$ cat src/rtl/mul_datapath.sv
// Shift-add multiplier datapath.
// Holds the multiplicand, the {carry,hi,lo} product register and the
// WIDTH+1 bit adder, and executes the write/add/shift commands issued by the
// multiplier Control FSM. The product LSB is fed back to Control. A registered
// result with a one-cycle valid pulse is presented when Control raises ready.
//
// Command interface: there is no valid/ready handshake on the commands.
// run, w_ctrl, srl_ctrl and addu_ctrl are acted on at every rising edge they
// are presented, with run taking priority over everything else. "ready" is a
// level from Control; only its rising edge (run low) captures a result, and
// product_valid marks the single cycle in which that new result first appears.
module mul_datapath #(
  parameter int         WIDTH      = 32,
  parameter logic [5:0] ADDU_FUNCT = 6'h21
) (
  input  logic                 clk,
  input  logic                 reset,
  input  logic                 run,
  input  logic [WIDTH-1:0]     multiplicand_in,
  input  logic [WIDTH-1:0]     multiplier_in,
  input  logic                 w_ctrl,
  input  logic [5:0]           addu_ctrl,
  input  logic                 srl_ctrl,
  input  logic                 ready,
  output logic                 lsb,
  output logic [2*WIDTH-1:0]   product,
  output logic                 product_valid,
  output logic                 shift_err
);

  // shcnt must be able to hold WIDTH+1, its saturation value.
  localparam int CW = $clog2(WIDTH) + 1;
  localparam logic [CW-1:0] SH_LAST = CW'(WIDTH);
  localparam logic [CW-1:0] SH_MAX  = CW'(WIDTH + 1);

  logic [WIDTH-1:0]   mcand_q, mcand_d;
  logic [2*WIDTH:0]   preg_q, preg_d;      // {carry, hi, lo}
  logic [CW-1:0]      shcnt_q, shcnt_d;
  logic               ready_d_q;
  logic [2*WIDTH-1:0] product_q, product_d;
  logic               valid_q, valid_d;
  logic               err_q, err_d;

  logic [WIDTH-1:0]   hi, lo, addend;
  logic [WIDTH:0]     sum;
  logic               do_shift;
  logic               capture;

  assign hi = preg_q[2*WIDTH-1:WIDTH];
  assign lo = preg_q[WIDTH-1:0];

  // Adder: hi plus either the multiplicand or zero. The old carry is not an
  // input; the fresh carry out lands in preg's top bit.
  always_comb begin
    addend = (addu_ctrl == ADDU_FUNCT) ? mcand_q : '0;
    sum    = {1'b0, hi} + {1'b0, addend};
  end

  // Next-state for operand, product register, shift counter and error flag.
  always_comb begin
    mcand_d  = mcand_q;
    preg_d   = preg_q;
    shcnt_d  = shcnt_q;
    err_d    = err_q;
    do_shift = 1'b0;
    if (run) begin
      // A load discards any in-flight work; commands this cycle are ignored.
      mcand_d = multiplicand_in;
      preg_d  = {1'b0, {WIDTH{1'b0}}, multiplier_in};
      shcnt_d = '0;
      err_d   = 1'b0;
    end else begin
      unique case ({w_ctrl, srl_ctrl})
        2'b10: preg_d = {sum, lo};
        2'b01: begin
          preg_d   = preg_q >> 1;
          do_shift = 1'b1;
        end
        2'b11: begin
          // Fused add-then-shift: {sum,lo} >> 1.
          preg_d   = {1'b0, sum, lo[WIDTH-1:1]};
          do_shift = 1'b1;
        end
        default: preg_d = preg_q;
      endcase
      if (do_shift) begin
        // One shift beyond WIDTH means Control lost track of the iteration.
        if (shcnt_q == SH_LAST) err_d = 1'b1;
        if (shcnt_q != SH_MAX) shcnt_d = shcnt_q + CW'(1);
      end
    end
  end

  // Result capture on the rising edge of ready, unless a load is happening.
  always_comb begin
    capture   = ready & ~ready_d_q & ~run;
    product_d = capture ? preg_q[2*WIDTH-1:0] : product_q;
    valid_d   = capture;
  end

  // State registers, all cleared by the shared asynchronous reset.
  always_ff @(posedge clk or negedge reset) begin
    if (!reset) begin
      mcand_q   <= '0;
      preg_q    <= '0;
      shcnt_q   <= '0;
      ready_d_q <= 1'b0;
      product_q <= '0;
      valid_q   <= 1'b0;
      err_q     <= 1'b0;
    end else begin
      mcand_q   <= mcand_d;
      preg_q    <= preg_d;
      shcnt_q   <= shcnt_d;
      ready_d_q <= ready;
      product_q <= product_d;
      valid_q   <= valid_d;
      err_q     <= err_d;
    end
  end

  assign lsb           = preg_q[0];
  assign product       = product_q;
  assign product_valid = valid_q;
  assign shift_err     = err_q;

endmodule
$ cat config.mk
export PLATFORM = sky130hd
export DESIGN_NAME = mul_datapath
export DESIGN_NICKNAME = d
export VERILOG_FILES = /design/src/rtl/mul_datapath.sv
export SDC_FILE = /design/constraint.sdc
export NUM_CORES = 1
export LEC_CHECK = 0
export CAP_MARGIN = 20
export CORE_ASPECT_RATIO = 1.75
export CORE_MARGIN = 4
export CORE_UTILIZATION = 45
export CTS_CLUSTER_SIZE = 10
export DETAILED_ROUTE_END_ITERATION = 8
export GPL_ROUTABILITY_DRIVEN = 0
export MAX_ROUTING_LAYER = met4
export PLACE_DENSITY = 0.71
export RECOVER_POWER = 25
export SYNTH_ARGS = -nofsm -noshare
export SYNTH_HDL_FRONTEND = slang
export SYNTH_SLANG_ARGS = --single-unit
$ cat constraint.sdc
create_clock -name clk -period 2.6 [get_ports clk]
set_input_delay 0.26 -clock clk [delete_from_list [all_inputs] [get_ports clk]]
set_output_delay 0.26 -clock clk [all_outputs]
set_load 0.01 [all_outputs]
==> metrics.txt, run 1 <==
outcome finished with violations; failing checks capacitance limit, slew limit, setup timing; register share of total power 44.2%; Setup violations, final 28; Tot Pwr 7.20 mW; average cell area after synthesis 10.8 µm²; cts bufs inserted 17; syn nets 949; row cnt 68; pins over their slew limit 97; Worst setup EP type flip-flop; internal power 5.20 mW; DRC 0; f_max 0.305 GHz; initial core utilization 45.9%; Overflow after GRT 0; synthesized flop and latch total 170; Final Non-Filler Cells 1357; P per Cell Area 554 nW/µm²; Clock power frac 34.4%; fin crit share 126%; Cell Area, Synth 9060 µm²; RSZ-0062 raised after global routing yes; Setup WS post-layout -0.674 ns; CTS sink cnt 170; Clock Tree Root clkbuf_16; Hold WC Path Type in2reg; DRT Pass-1 Iters 4; Antenna diodes 0; Worst-Margin Slew 2.11 ns; cell total after placement 1311; CTS clk-pin slew, worst paths 0.06 ns; Mapped Cells 837; Psw 2.00 mW; CTS tree yes; fin util 65.8%; post-detail-place hpwl 17100 µm; largest net degree at the start of global routing 67; clk_skew 0.0127 ns; share of layout cells above drive strength 1 35.2%; vias 7451; critical path class in2reg; latest clock arrival within the worst-skew pair 0.44 ns; die width 115 µm; Nets 1212; Pleak 5.84 nW; die area 22600 µm²; number of global-route vias before repair 8180; crit start category input pin; Max Root-Sink Buffers 2; number of synthesized flops with an enable pin 0; # port buffers 142; Synth Warn # 0; I/O pin count 143; Fin. Hold Viols 0; asr flop ratio synth 100%; Max-cap violations 2; Core Region 19700 µm²; Tmin final 3.27 ns; initial antenna violation count 0; main flop type after synthesis dfrtp_1; fillers 1543; Fin Setup TNS -13.43 ns; sequential cell area fraction in the yosys report 46.9%; htree depth 4; CP Max Fanout 3; Slew HR -40.5%; drt via density 5.49; Place WS -1.62 ns; VDD IR max 0.479 mV; 1st-iter DRT viols 367; Sw Ratio 27.8%; CP arrival 3.57 ns; Routed Antenna Nets 0; Gate power share 21.3%; Die Y 196 µm; drt total wl 24200 µm; first-pass GRT wire length 40000 µm; Netlist cell types 57; WP data required 2.90 ns; routed len/inst 17.9 µm; Overall Global Routing Usage 23.0%; area grow syn2layout 43.3%
path summary, 6_finish.rpt:
| kind | start | endpoint | slack (ns) | cells past startpoint |
|---|---|---|---|---|
| setup / recovery | addu_ctrl[4] | preg_q[55] | -0.67 | 16 |
| hold / removal | run | preg_q[59] | 0.23 | 2 |
| setup reg to reg | mcand_q[0] | preg_q[52] | -0.29 | 12 |
| hold reg to reg | mcand_q[30] | mcand_q[30] | 0.50 | 1 |
| max in group asynchronous | reset | preg_q[58] | 0.68 | 3 |
| min in group asynchronous | reset | product[39] | 0.78 | 2 |
power groups by stage:
stage	sequential, mW	combinational [mW]	clock (mW)
2_1_floorplan	3.26	0.580	0
3_3_place_gp	3.22	1.45	0
3_5_place_dp	3.22	1.48	0
4_1_cts	3.19	1.52	2.53
5_1_grt	3.23	1.67	2.64
6_report	3.18	1.54	2.48
Yosys cell counts (all sizes together), types with 2 or more instances:
| library cell | n | area [µm²] |
|---|---|---|
| nand2 | 64 | 240 |
| nor2b | 11 | 68.8 |
| nand2b | 7 | 43.8 |
| a21o | 16 | 120 |
| a31oi | 6 | 37.5 |
| xnor2 | 15 | 131 |
| nor3b | 2 | 15.0 |
| dfrtp | 170 | 4250 |
| and4 | 2 | 17.5 |
| o31ai | 5 | 37.5 |
| ha | 35 | 438 |
| o21bai | 3 | 22.5 |
| a21boi | 2 | 15.0 |
| a31o | 3 | 26.3 |
| a21oi | 45 | 225 |
| mux2i | 45 | 450 |
| nor3 | 13 | 65.1 |
| clkbuf | 37 | 139 |
| o221ai | 2 | 17.5 |
| and2 | 34 | 213 |
| o2111ai | 2 | 17.5 |
| nor2 | 38 | 143 |
| a311oi | 6 | 52.6 |
| nand3 | 4 | 20.0 |
| a221oi | 8 | 70.1 |
| or3 | 7 | 43.8 |
| o211ai | 6 | 45.0 |
| a211oi | 32 | 245 |
| inv | 10 | 37.5 |
| o21ai | 47 | 239 |
| a2111oi | 2 | 36.3 |
| buf | 14 | 55.1 |
| and3 | 2 | 12.5 |
| mux2 | 98 | 1100 |
| nand4 | 9 | 56.3 |
| a221o | 3 | 30.0 |
| xor2 | 13 | 114 |
| o21a | 5 | 37.5 |
| nand3b | 2 | 15.0 |
layer usage:
metal  global-route usage (%)  up-vias  part of all wire [%]
met5                        -        -                     0
met4                     9.05        0                   2.7
met3                     4.44       48                   3.6
met2                     41.9      163                    56
met1                     23.8     3659                    38
li1                         -     3581                     -
cell type report:
class                      instances  area, µm²  area share [%]
multi-input combinational        605       5220            40.2
sequential                       170       4250            32.8
timing repair buffer             295       2600            20.0
clock buffer                      18        429            3.30
tap                              245        307            2.36
clock inverter                    13        135            1.04
inverter                          11       41.3           0.318
cell usage in the layout, fill, tap and decap left out, types with 5 or more instances in the layout:
cell / synthesis / final
nand4_1: 9 / 9
nand2_1: 64 / 60
o21ai_2: 1 / 6
inv_1: 10 / 8
nor2_2: 0 / 5
clkdlybuf4s50_1: 0 / 133
mux2i_1: 45 / 44
xor2_1: 13 / 11
buf_4: 0 / 141
nor2b_1: 11 / 11
a21o_1: 16 / 16
a221oi_2: 0 / 6
mux2_2: 98 / 96
o211ai_1: 6 / 6
buf_6: 0 / 9
o21a_1: 5 / 5
nand2b_1: 7 / 6
nor2_1: 38 / 33
a21oi_1: 45 / 32
a211oi_1: 31 / 22
and2_1: 34 / 25
or3_1: 7 / 6
o21ai_0: 44 / 38
xnor2_1: 15 / 11
nor3_1: 13 / 11
ha_4: 0 / 14
a21oi_2: 0 / 11
dfrtp_1: 170 / 170
clkbuf_16: 0 / 17
a211oi_2: 1 / 10
and2_4: 0 / 9
ha_1: 35 / 21
repair_timing:
item	4_1_cts	5_1_grt
endpoints found under the hold margin	63	0
hold buffers	1	0
gates resized for setup	89	43
setup buffers	12	3
pin swaps	50	26
setup endpoints to repair	31	29
cloned	1	0
state kept, by name (all words and copies together) (netlist names):
signal	count
shcnt_q	6
product_valid	1
product	64
preg_q	65
mcand_q	32
shift_err	1
ready_d_q	1
cell families after synthesis:
group,share of synthesized area (%)
AO/OA/AOI/OAI,14.7
AND/OR/NAND/NOR,10.9
flip-flops,46.9
multiplexers,17.1
buffers and inverters,2.60
adder cells (fa/ha/maj),5.05
XOR/XNOR,2.71
worst max-delay path: stages:
cell,delay [ns]
buf_6,0.09
or4b_4,0.53
nor3b_4,0.26
and2_4,0.20
ha_4,0.13
inv_2,0.04
fa_2,0.35
nand2b_4,0.15
a21o_1,0.19
a31o_1,0.22
a2111oi_4,0.42
buf_4,0.20
nor2_2,0.05
xnor2_2,0.16
a211oi_2,0.25
a211oi_2,0.07
stage by stage:
step	area, µm²	hold slack (ns)
6_report	13000	0.228
5_1_grt	13000	0.244
4_1_cts	12800	0.223
3_5_place_dp	11700	0.301
3_3_place_gp	11700	0.304
2_1_floorplan	9110	-0.0356
(Power assumes the default switching activity.)
==> inputs of run 2 (changes only) <==
--- a/constraint.sdc
+++ b/constraint.sdc
@@ -3,2 +3,2 @@
 set_output_delay 0.26 -clock clk [all_outputs]
-set_load 0.01 [all_outputs]
+set_load 0.005 [all_outputs]
==> results of run 2 <==
Same layout as run 1 (identical final DEF). Status: finished with violations: capacitance limit, slew limit, setup timing.
Among the figures that moved: total power 7.20 mW -> 7.13 mW; worst IR drop on VDD 0.479 mV -> 0.472 mV
